[config.mk]
export PLATFORM = sky130hd
export DESIGN_NAME = rast_tri_source
export DESIGN_NICKNAME = d
export VERILOG_FILES = /design/src/rtl/rast_tri_source.sv
export SDC_FILE = /design/constraint.sdc
export NUM_CORES = 2
export LEC_CHECK = 0
export ABC_AREA = 1
export BUFFER_PORTS_ARGS = -buffer_cell sky130_fd_sc_hd__buf_2
export CAP_MARGIN = 25
export CORE_MARGIN = 2
export CORE_UTILIZATION = 60
export DETAILED_ROUTE_END_ITERATION = 10
export GPL_ROUTABILITY_DRIVEN = 0
export PLACE_DENSITY = 0.79
export SKIP_LAST_GASP = 1
export SLEW_MARGIN = 5
export SYNTH_ARGS = -nofsm -noshare
export SYNTH_HDL_FRONTEND = slang
export SYNTH_SLANG_ARGS = --single-unit
export TNS_END_PERCENT = 30
[constraint.sdc]
create_clock -name clk -period 44.5 [get_ports clk]
set_input_delay 4.45 -clock clk [delete_from_list [all_inputs] [get_ports clk]]
set_output_delay 4.45 -clock clk [all_outputs]
set_load 0.01 [all_outputs]
[src/rtl/rast_tri_source.sv]
// Triangle source for the rasterizer input: host pushes triangles into a FIFO,
// a single registered stage presents them under halt backpressure, and frames end with a drain.
module rast_tri_source #(
  parameter int SIGFIG       = 24,
  parameter int VERTS        = 3,
  parameter int AXIS         = 3,
  parameter int COLORS       = 3,
  parameter int DEPTH        = 8,
  parameter int DRAIN_CYCLES = 13
) (
  input  logic                            clk,
  input  logic                            rst,
  input  logic [VERTS*AXIS*SIGFIG-1:0]    in_tri,
  input  logic [COLORS*SIGFIG-1:0]        in_color,
  input  logic                            in_eof,
  input  logic                            in_valid,
  output logic                            in_ready,
  output logic [VERTS*AXIS*SIGFIG-1:0]    tri_R10S,
  output logic [COLORS*SIGFIG-1:0]        color_R10U,
  output logic                            validTri_R10H,
  input  logic                            halt_RnnnnL,
  output logic                            frame_done,
  output logic [$clog2(DEPTH+1)-1:0]      fifo_count
);

  localparam int TRI_W = VERTS*AXIS*SIGFIG;
  localparam int COL_W = COLORS*SIGFIG;
  localparam int ENT_W = TRI_W + COL_W + 1;
  localparam int PTR_W = $clog2(DEPTH);
  localparam int CNT_W = $clog2(DEPTH+1);
  localparam int DRN_W = $clog2(DRAIN_CYCLES+1);

  typedef enum logic [1:0] {IDLE, STREAM, DRAIN, DONE} state_t;

  logic [ENT_W-1:0] mem [DEPTH];
  logic [PTR_W-1:0] wr_ptr, rd_ptr;
  logic [CNT_W-1:0] count;
  logic [DRN_W-1:0] drain_cnt;
  state_t           state;

  logic [TRI_W-1:0] tri_p1;
  logic [COL_W-1:0] color_p1;
  logic             vld_p1;
  logic             eof_p1;
  logic             done_p1;

  logic             push, pop, accept, fifo_empty;
  logic [ENT_W-1:0] head;

  assign in_ready   = !rst && (count < CNT_W'(DEPTH));
  assign push       = in_valid && in_ready;
  assign accept     = vld_p1 && halt_RnnnnL;
  assign fifo_empty = (count == '0);
  assign head       = mem[rd_ptr];
  assign fifo_count = count;

  // An eof accept ends the frame, so it never refills the stage in the same cycle.
  always_comb begin
    pop = 1'b0;
    case (state)
      IDLE:    pop = !fifo_empty;
      STREAM:  pop = accept && !eof_p1 && !fifo_empty;
      default: pop = 1'b0;
    endcase
  end

  // Stage 0: FIFO storage
  always_ff @(posedge clk) begin
    if (push) mem[wr_ptr] <= {in_eof, in_color, in_tri};
  end

  always_ff @(posedge clk) begin
    if (rst) begin
      wr_ptr <= '0;
      rd_ptr <= '0;
      count  <= '0;
    end else begin
      if (push) wr_ptr <= wr_ptr + PTR_W'(1);
      if (pop)  rd_ptr <= rd_ptr + PTR_W'(1);
      case ({push, pop})
        2'b10:   count <= count + CNT_W'(1);
        2'b01:   count <= count - CNT_W'(1);
        default: count <= count;
      endcase
    end
  end

  // Stage 1: output register and frame sequencing
  always_ff @(posedge clk) begin
    if (rst) begin
      state     <= IDLE;
      tri_p1    <= '0;
      color_p1  <= '0;
      vld_p1    <= 1'b0;
      eof_p1    <= 1'b0;
      done_p1   <= 1'b0;
      drain_cnt <= '0;
    end else begin
      done_p1 <= 1'b0;
      if (pop) begin
        tri_p1   <= head[TRI_W-1:0];
        color_p1 <= head[TRI_W +: COL_W];
        eof_p1   <= head[ENT_W-1];
      end
      case (state)
        IDLE: begin
          if (pop) begin
            state  <= STREAM;
            vld_p1 <= 1'b1;
          end
        end
        STREAM: begin
          if (accept) begin
            if (eof_p1) begin
              state  <= DRAIN;
              vld_p1 <= 1'b0;
            end else if (fifo_empty) begin
              state  <= IDLE;
              vld_p1 <= 1'b0;
            end
          end
        end
        DRAIN: begin
          // Only advancing cycles move in-flight work through the rasterizer.
          if (halt_RnnnnL) begin
            if (drain_cnt == DRN_W'(DRAIN_CYCLES-1)) begin
              state   <= DONE;
              done_p1 <= 1'b1;
            end else begin
              drain_cnt <= drain_cnt + DRN_W'(1);
            end
          end
        end
        DONE: begin
          drain_cnt <= '0;
          state     <= IDLE;
        end
        default: state <= IDLE;
      endcase
    end
  end

  assign tri_R10S      = tri_p1;
  assign color_R10U    = color_p1;
  assign validTri_R10H = vld_p1;
  assign frame_done    = done_p1;

endmodule

==> impl_results.md <==
* Layout cells sized above 1 at 11.5%
* Max IR drop VDD at 55.2 µV
* Top cells by area, synth: edfxtp_1, o211ai_1, nand2_1, dfxtp_1, inv_1
* Worst-path maximum fanout at 11
* Startpoint types: input port
* Final Hold Violating Endpoints at 0
* TNS Setup at 0 ns
* Overall Power at between 6 and 7 mW
* Area leader, netlist: edfxtp_1
* Leak pwr at 44.8 nW
* Inst Count DP at 11250
* Syn Nets at 9096
* Register area at 75600 µm²
* Post-Layout Cell Count at 11802
* Top-area cell type share of the netlist area at 66.2%
* Root Buffer: clkbuf_16
* Netlist cell types at 27
* DIE WIDTH at 422 µm
* Hold Crit Endpoint: validTri_R10H
* Initial antenna violation count at 82
* DR vias at 67105
* Worst R2R Start: rd_ptr[2]
* Outcome: finished, final reports clean
* Yosys reg bits at 2619
* Syn Std Cell Area at 105000 µm²
* CP Data Required Time at 40.05 ns
* Max Buffers Root-to-Sink at 4
* Initial Util at 60.3%
* Setup Crit Path Kind: input port to primary output
* ANT nets after route at 0
* Worst-Skew Late Latency at 0.93 ns
* WHS Path Cells at 2
* Fin crit share at 21.1%
* Fmax at 106 MHz
* Finished Core Util at 67.7%
* Worst min path class: flip-flop to flip-flop
* WL final at 243000 µm
* Drt pass-1 iters at 6
* Skew final at 0.0560 ns
* Number of global-route vias before repair at 66625
* Row count at 153
* R2R depth at 12
* Reg2reg end: tri_R10S[40]
* Register area share after synthesis at 72.1%
* CTS resizes at 0
* Layout fillers at 11576
* DR DRC count at 0
* Layout Nets at 9510
* Multi-input gate area at between 20000 and 25000 µm²
* PD cells at 56.0 nW/µm²
* Post-CTS setup buffer count at 0
* Kind of end point of the critical path: primary output
* Num CTS Buffers at 274
* Number of I/O pins at 588
* GRT Residual Overflow at 0
* TritonCTS clock tree: done
* Maxcap violations at 0
* Routed WL per cell at 20.6 µm
* R2r setup slk at 38.70 ns
* PortBufs at around 600
* Yosys warns at 0
* Area Growth Syn to Fin at 12.3%
* Via-per-instance ratio at 5.69
* Global-route wire length before repair at 371000 µm
* Final setup vio count at 0
* Crit path DAT at 4.96 ns
* Max-slew headroom at 17.6%
* Hold_ws at 0.478 ns
* Dpl hpwl at 131000 µm
* Max-slew violations at 0
* Clk slew on worst S/H paths at 0.06 ns
* Avg Inst Size Synth at 11.9 µm²
* Pin count of the biggest net entering global routing at between 200 and 300
* Tmin final at roughly 9.4 ns
* Cells after synthesis at 8795
* Iteration-0 DRC count of the detailed router at roughly 7000
* Core Footprint at 174000 µm²
* RSZ-0062 raised after global routing: false
* Worst Hold Launch: validTri_R10H
* H-Tree Depth at 5
* Full die area at 178000 µm²
* All-Layer GR Usage at 26.8%
* CTS Hold Bufs at 0
* Worst-margin pin slew at 1.24 ns
* Clk sink count at 2619
* Die height at about 420 µm
-- cell usage in the layout (no fill, tap or decap), types with 22 or more instances in the layout --
master / Yosys / final
a21oi_1: 305 / 305
buf_2: 374 / 587
buf_4: 13 / 80
clkbuf_1: 85 / 80
clkbuf_16: 0 / 279
clkbuf_8: 0 / 33
clkinv_1: 0 / 22
clkinv_2: 0 / 30
dfxtp_1: 307 / 305
diode_2: 0 / 67
edfxtp_1: 2312 / 2312
inv_1: 1180 / 1178
nand2_1: 2055 / 2055
nor2_1: 600 / 592
o211ai_1: 1155 / 1155
o21ai_0: 246 / 246
o21ai_1: 52 / 52
-- Yosys cell counts (all sizes together) --
cell type  number
inv          1182
o21ai         298
nand3          14
fa              1
nand2        2057
xnor2           1
o211ai       1155
ha              7
nand4           3
clkbuf         85
xor2            2
dfxtp         307
buf           462
a21oi         305
nor3            2
nor2          602
edfxtp       2312
-- flip-flops by register name, summed over array words and instances (netlist names), 3 cells and up, named ones only --
signal / cells
drain_cnt: 4
mem: 2312
color_R10U: 72
wr_ptr: 3
rd_ptr: 3
tri_R10S: 216
fifo_count: 4
-- worst max path at each step --
| stage | startpoint | to | slack, ns | cells after the start |
|---|---|---|---|---|
| 2_1_floorplan | rst | mem[0][0] | 26.41 | 6 |
| 3_3_place_gp | rst | in_ready | 35.09 | 3 |
| 3_5_place_dp | rst | in_ready | 35.10 | 3 |
| 4_1_cts | rst | in_ready | 35.10 | 3 |
| 5_1_grt | rst | in_ready | 35.06 | 3 |
| 6_report | rst | in_ready | 35.09 | 3 |
-- worst max-delay path, cell delays in order --
cell	delay, ns
buf_2	0.26
nor2_1	0.10
buf_2	0.15
-- through the flow --
step	cell area, µm²	setup slack (ns)
after floorplan	105000	26.41
after global placement	109000	35.09
after detailed placement	109000	35.10
after CTS	117000	35.10
after global routing	118000	35.06
final	118000	35.09
-- metal layers --
metal | vias up | wire (µm) | track usage, %
li1 | 31174 | - | -
met1 | 32495 | 90900 | 33.0
met2 | 2807 | 121000 | 45.1
met3 | 597 | 17800 | 4.45
met4 | 32 | 13200 | 15.8
met5 | - | 200 | 0
-- power by group --
group / switching (mW) / internal [mW]
Sequential: 0.0968 / 2.83
Clock: 0.895 / 1.32
Combinational: 1.03 / 0.436
-- cells by family (layout without fill, tap and decap cells) --
family | after synthesis | in the layout | share of synthesized area [%]
AO/OA/AOI/OAI | 1758 | 1758 | 11.1
XOR/XNOR | 3 | 3 | 0.0251
adder cells (fa/ha/maj) | 8 | 8 | 0.103
buffers and inverters | 1729 | 2344 | 7.04
flip-flops | 2619 | 2619 | 72.1
other | 0 | 67 | 0
AND/OR/NAND/NOR | 2678 | 2678 | 9.63
-- cell type report --
type / count / share of cell area (%)
sequential: 2619 / 64.2
antenna: 67 / 0.142
inverter: 1182 / 3.79
clock buffer: 392 / 6.57
timing repair buffer: 685 / 3.38
tap: 2325 / 2.47
multi-input combinational: 4447 / 18.7
clock inverter: 85 / 0.781
Power figures use the tool's default switching activity.
